===== src/rtl/operand_entry_pkg.sv =====
// operand_entry_pkg: shared widths, button indices and helpers
// for the pushbutton operand entry front-end.
package operand_entry_pkg;

  localparam int OP_W = 2;
  localparam int NBTN = 3;

  localparam int BTN_A   = 0;
  localparam int BTN_B   = 1;
  localparam int BTN_CLR = 2;

  typedef logic [OP_W-1:0] op_t;

  // Counter width able to hold n-1, never below one bit.
  function automatic int cnt_w(input int n);
    return (n > 2) ? $clog2(n) : 1;
  endfunction

endpackage


===== src/rtl/operand_entry_btn_conditioner.sv =====
// btn_conditioner: synchroniser, debouncer, press edge detector
// and optional hold-to-repeat generator for one raw button.
module btn_conditioner #(
  parameter int DB_CYCLES     = 500000,
  parameter int REPEAT_CYCLES = 25000000,
  parameter bit REPEAT_EN     = 1'b1
) (
  input  logic clk,
  input  logic rst_n,
  input  logic raw,
  output logic press
);
  import operand_entry_pkg::*;

  localparam int DW = cnt_w(DB_CYCLES);
  localparam logic [DW-1:0] DB_MAX = DW'(DB_CYCLES - 1);

  logic          s1;
  logic          s2;
  logic          db;
  logic          db_q;
  logic [DW-1:0] dcnt;
  logic          rise;

  always_ff @(posedge clk or negedge rst_n) begin
    if (!rst_n) begin
      s1   <= 1'b0;
      s2   <= 1'b0;
      db   <= 1'b0;
      db_q <= 1'b0;
      dcnt <= '0;
    end else begin
      s1   <= raw;
      s2   <= s1;
      db_q <= db;
      if (s2 == db) begin
        dcnt <= '0;
      end else if (dcnt == DB_MAX) begin
        db   <= ~db;
        dcnt <= '0;
      end else begin
        dcnt <= dcnt + 1'b1;
      end
    end
  end

  assign rise = db & ~db_q;

  generate
    if (REPEAT_EN && (REPEAT_CYCLES > 0)) begin : g_rpt
      localparam int RW = cnt_w(REPEAT_CYCLES);
      localparam logic [RW-1:0] RPT_MAX = RW'(REPEAT_CYCLES - 1);

      logic [RW-1:0] rcnt;
      logic          rpt;

      // Counting starts the cycle after the press pulse, so the
      // first repeat lands a full period after it.
      always_ff @(posedge clk or negedge rst_n) begin
        if (!rst_n) begin
          rcnt <= '0;
        end else if (!(db && db_q) || (rcnt == RPT_MAX)) begin
          rcnt <= '0;
        end else begin
          rcnt <= rcnt + 1'b1;
        end
      end

      assign rpt   = db & db_q & (rcnt == RPT_MAX);
      assign press = rise | rpt;
    end else begin : g_norpt
      assign press = rise;
    end
  endgenerate

endmodule


===== src/rtl/operand_entry.sv =====
// operand_entry: conditions three buttons and steps the two
// operand registers feeding the multiplier display stage.
module operand_entry
  import operand_entry_pkg::*;
#(
  parameter int DB_CYCLES     = 500000,
  parameter int REPEAT_CYCLES = 25000000
) (
  input  logic            clk,
  input  logic            rst_n,
  input  logic            btn_a,
  input  logic            btn_b,
  input  logic            btn_clr,
  output logic [OP_W-1:0] a,
  output logic [OP_W-1:0] b,
  output logic            upd
);

  logic [NBTN-1:0] press;

  btn_conditioner #(
    .DB_CYCLES    (DB_CYCLES),
    .REPEAT_CYCLES(REPEAT_CYCLES),
    .REPEAT_EN    (1'b1)
  ) u_btn_a (
    .clk  (clk),
    .rst_n(rst_n),
    .raw  (btn_a),
    .press(press[BTN_A])
  );

  btn_conditioner #(
    .DB_CYCLES    (DB_CYCLES),
    .REPEAT_CYCLES(REPEAT_CYCLES),
    .REPEAT_EN    (1'b1)
  ) u_btn_b (
    .clk  (clk),
    .rst_n(rst_n),
    .raw  (btn_b),
    .press(press[BTN_B])
  );

  btn_conditioner #(
    .DB_CYCLES    (DB_CYCLES),
    .REPEAT_CYCLES(REPEAT_CYCLES),
    .REPEAT_EN    (1'b0)
  ) u_btn_clr (
    .clk  (clk),
    .rst_n(rst_n),
    .raw  (btn_clr),
    .press(press[BTN_CLR])
  );

  // Clear wins over any step arriving in the same cycle.
  always_ff @(posedge clk or negedge rst_n) begin
    if (!rst_n) begin
      a   <= '0;
      b   <= '0;
      upd <= 1'b0;
    end else begin
      upd <= |press;
      if (press[BTN_CLR]) begin
        a <= '0;
        b <= '0;
      end else begin
        if (press[BTN_A]) a <= a + 1'b1;
        if (press[BTN_B]) b <= b + 1'b1;
      end
    end
  end

endmodule


===== config.mk =====
export PLATFORM = sky130hd
export DESIGN_NAME = operand_entry
export DESIGN_NICKNAME = d
export VERILOG_FILES = /design/src/rtl/operand_entry_pkg.sv /design/src/rtl/operand_entry_btn_conditioner.sv /design/src/rtl/operand_entry.sv
export SDC_FILE = /design/constraint.sdc
export NUM_CORES = 1
export LEC_CHECK = 0
export CORE_UTILIZATION = 40
export CTS_CLUSTER_SIZE = 28
export DETAILED_ROUTE_END_ITERATION = 10
export PLACE_DENSITY_LB_ADDON = 0.3
export SYNTH_ARGS = -nofsm -noshare
export SYNTH_HDL_FRONTEND = slang
export SYNTH_SLANG_ARGS = --single-unit

===== constraint.sdc =====
create_clock -name clk -period 3 [get_ports clk]
set_clock_uncertainty 0.1 [all_clocks]
set_input_delay 0.75 -clock clk [delete_from_list [all_inputs] [get_ports clk]]
set_output_delay 0.75 -clock clk [all_outputs]
set_load 0.03 [all_outputs]

**Word level (Yosys, flattened, before mapping)**

Cells that the tools add are included.

- Bits in registers: 124
- Bits of input ports: 5
- Output and inout port bits: 5
- Word-level logic and storage cells: 77

- Add/subtract/negate cells: 7
- Equal/unequal tests: 8
- Mux-type cells: 12
- Bitwise logic cells: 18
- Reduce and logical (&&, ||, !) cells: 12

Operators with widths:

| cell | number |
|---|---|
| 19-bit two-way mux | 6 |
| 19-bit by 1-bit adder with 19-bit output, second input constant | 3 |
| 19-bit equality test, second input constant | 3 |
| 25-bit by 1-bit adder with 25-bit output, second input constant | 2 |
| 25-bit equality test, second input constant | 2 |
| 25-bit two-way mux | 2 |
| 1-bit inverter | 9 |
| 2-bit two-way mux | 4 |
| 1-bit bitwise AND | 7 |
| 2-bit AND reduction | 3 |
| 2-bit by 1-bit adder with 2-bit output, second input constant | 2 |
| 2-bit nonzero test | 2 |
| 1-bit equality test | 3 |
| 3-bit OR reduction | 1 |
| 1-bit logical AND | 2 |
| 1-bit zero test | 2 |
| 1-bit logical OR | 2 |
| 1-bit bitwise OR | 2 |

**Logic depth before layout (Yosys ltp)**

- Depth in word-level cells: 5
- Gate-level depth with buffers: 7
- Mapped depth without buffers: 5

**Modules after synthesis**

A second synthesis with hierarchy kept.

- Cell total of the unflattened synthesis: 599
- Area total of the unflattened synthesis: 5,999.5 um^2

By module, submodules not included:

| module | times used | cells an instance | area an instance (um^2) | sequential area each (um^2) |
|---|---|---|---|---|
| btn_conditioner (u_btn_a ...) | 2 | 238 | 2,343.5 | 1,201.2 |
| btn_conditioner (u_btn_clr) | 1 | 107 | 1,111.1 | 575.6 |
| operand_entry | 1 | 16 | 201.4 | 125.1 |

**Least setup slack after synthesis**

OpenSTA, ideal clock, no wires.

- Kind: register to register
- Start point: reg u_btn_clr.dcnt[5]
- End point: reg u_btn_clr.db
- Library setup time: 0.125 ns
- Arrival: 1.903 ns
- Required time: 2.775 ns
- Path slack: 0.873 ns
- Stages on the path, launching flop included: 5
- Path buffers: 0
- Clock period less this slack: 2.127 ns
- Cells stage by stage: dfrtp_1 -> or4_1 -> or4_4 -> nor2_1 -> mux2_2

- Cells in the longest elaborated chain, start to end: 2

RTL lines:

| item | line | source |
|---|---|---|
| start: declaration | operand_entry_btn_conditioner.sv:22 | `logic [DW-1:0] dcnt;` |
| start signal: assignment | operand_entry_btn_conditioner.sv:42 | `dcnt <= dcnt + 1'b1;` |
| 19-bit equality test | operand_entry_btn_conditioner.sv:38 | `end else if (dcnt == DB_MAX) begin` |
| 2-bit AND reduction (no line) | -- |  |
| end signal: assignment | operand_entry_btn_conditioner.sv:39 | `db <= ~db;` |
| end: declaration | operand_entry_btn_conditioner.sv:20 | `logic db;` |

No other way between the ends.
A chain may end at the register's enable or synchronous reset.

**Worst setup path in the final report**

- Start point: reg a[0]
- End point: out a[0]

RTL lines:

| item | line | source |
|---|---|---|
| start: declaration | operand_entry.sv:14 | `output logic [OP_W-1:0] a,` |
| start signal: assignment | operand_entry.sv:66 | `if (press[BTN_A]) a <= a + 1'b1;` |

No word-level cell between the ends.

==> reports/summary.txt <==
status: complete, but fails checks
violated checks: DRC
Final setup violation count: 0
largest net degree at the start of global routing: 55
Routed Antenna Nets: 0
Layout Cells excl Fill: 828
Vias: 4626
GR Util All Layers: 16.03%
DP Wirelength: 7674 µm
critical path's largest stage delay: 0.72 ns
wire per inst: 14.05 µm
Post-synth EDFFs: 0
yosys warns: 0
Final #Nets: 641
Ports: 10
gpl congestion: 0.7856
commonest cells in the netlist: dfrtp_1, nor2_1, xnor2_1
Critical-path top delay cell: clkdlybuf4s50_1
Stages on worst setup path: 1
Die W: 125.6 µm
Yosys top cell area share: 50.75%
Max FO, Critical Path: 6
core area: 14700 µm²
Max rail drop VDD: 384.5 µV
post-route cell area: 7019 µm²
GRT overflow: 0
initial antenna violation count: 0
drt drc: 2
Die ar.: 15790 µm²
worst path bufs/invs: 1
FMAX: 413.4 MHz
Detailed Routing Iterations Pass 1: 7
synth-to-layout area growth: 14.79%
worst r2r path cells: 5
placed insts: 796
Slew Viols, Final: 0
drt via density: 5.587
RSZ-0062 raised after global routing: no
layout cells sized above 1: 9.938%
Pwr Density: 542.6 nW/µm²
Hold WC Path Type: reg2reg
Unique masters post-synth: 51
# resized after CTS: 0
crit path kind: reg2out
Starting Density: 41.60%
Iter 0 DRT Violations: 310
Hold Path Depth: 0
critical path arrival: 1.57 ns
CTS tree: built
dpl cell area: 6424 µm²
CP cell instances: clkdlybuf4s50_1
Leakage: 2.650 nW
Fill cells: 1292
Final Power: 3.808 mW
Syn Std Cell Area: 6115 µm²
Root Buffer: clkbuf_16
first-pass GRT wire length: 20310 µm
Die Height: 125.6 µm
CTS Sinks: 124
crit path time final: 2.419 ns
Seq/Total Area, Yosys: 50.75%
# diodes: 0
clk slew on worst S/H paths: 0.06 ns
startpoint types: flip-flop
leading cell type by number of instances after synthesis: dfrtp_1
Num CTS Buffers: 17
final setup TNS: 0 ns
synthesis-stage register bit count: 124
Yosys top cell by area: dfrtp_1
final WL: 11640 µm
largest cells by area after synthesis: dfrtp_1, xnor2_1, nor2_1, xor2_1, or4_1
synthesized instance count: 614
Final Cycle Share: 80.64%
delay-heaviest family, CP: buffers and inverters
Post-synth ARST share: 100.0%
row count: 44
worst-margin pin slew: 0.9324 ns
vias in the first global route: 4338
max_cap viols: 0
Max Root-Sink Buffers: 2
Synth Area per Inst: 9.959 µm²
Final Hold Fails: 0
max_slew headroom: 37.27%
net count after synthesis: 624
Setup Buffers After CTS: 0
cts hold-fix bufs: 0
Crit path required time: 2.15 ns
CP endpoint kind: primary output
H-tree depth: 4
Main synth FF type: dfrtp_1
insertion delay to the later sink of the worst-skew pair: 0.42 ns
PortBufs: 9
[state kept, by name, summed over array words and instances (netlist names), 2 cells and up]
signal              flops
b                       2
u_btn_b.g_rpt.rcnt     25
a                       2
u_btn_b.dcnt           19
u_btn_a.g_rpt.rcnt     25
u_btn_a.dcnt           19
u_btn_clr.dcnt         19
[layout by cell type, fill, tap and decap left out, types with 7 or more instances in the layout]
cell	netlist	routed
nor2_1	80	80
nand2_1	35	35
xnor2_1	39	39
or4_1	25	25
clkdlybuf4s50_1	0	8
nor4b_1	7	7
inv_1	20	20
nor3_1	11	11
and4_1	10	10
or3_1	14	14
buf_4	0	8
o21ai_0	11	11
clkbuf_16	0	17
o31ai_1	19	19
nand3_1	37	37
nand4_1	26	26
dfrtp_1	124	124
nor4_1	16	16
a21oi_1	36	36
xor2_1	28	28
[routing by layer]
| metal | vias up | wire length, µm | GRT usage (%) |
|---|---|---|---|
| met5 | - | 0 | 0 |
| met4 | 0 | 199 | 7.747 |
| met3 | 15 | 400 | 3.951 |
| met2 | 63 | 5265 | 24.48 |
| met1 | 2279 | 5772 | 21.39 |
| li1 | 2269 | - | - |
[cell type report]
cell class | count | area (µm²) | area share, %
Clock buffer | 19 | 452.9 | 6.453
Multi-Input combinational cell | 451 | 2855 | 40.68
Inverter | 20 | 75.07 | 1.070
Tap cell | 184 | 230.2 | 3.280
Clock inverter | 13 | 142.6 | 2.032
Timing Repair Buffer | 17 | 160.2 | 2.282
Sequential cell | 124 | 3103 | 44.21
[logic make-up after synthesis]
kind of cell,after synthesis,synth area share (%)
AND/OR/NAND/NOR,294,26.58
XOR/XNOR,67,9.597
AO/OA/AOI/OAI,81,8.676
multiplexers,4,0.6957
adder cells (fa/ha/maj),5,1.023
buffers and inverters,39,2.681
flip-flops,124,50.75
[worst paths after layout]
check	start	end	slack, ns
max reg2reg	u_btn_b.g_rpt.rcnt[0]	u_btn_b.g_rpt.rcnt[24]	0.72
max in group asynchronous	rst_n	u_btn_a.g_rpt.rcnt[11]	1.77
min reg2reg	u_btn_clr.s1	u_btn_clr.s2	0.25
max	a[0]	a[0]	0.58
min	u_btn_clr.s1	u_btn_clr.s2	0.25
min in group asynchronous	rst_n	u_btn_a.dcnt[18]	0.28
[report_power, final]
group / total [mW] / internal (mW) / switching (mW) / leakage (nW)
combinational: 0.0778 / 0.0217 / 0.0561 / 0.649
clock: 2.03 / 1.27 / 0.763 / 0.289
sequential: 1.70 / 1.69 / 0.0128 / 1.71
[through the flow]
stage	setup slack, ns	utilization, %	hold slack, ns
after floorplan	0.8726	-	0.2312
after global placement	0.7752	43.70	0.2344
after detailed placement	0.7102	43.70	0.2425
after CTS	0.5581	47.75	0.2559
after global routing	0.5235	47.75	0.2689
final	0.5807	47.75	0.2531
(Power assumes the default switching activity.)
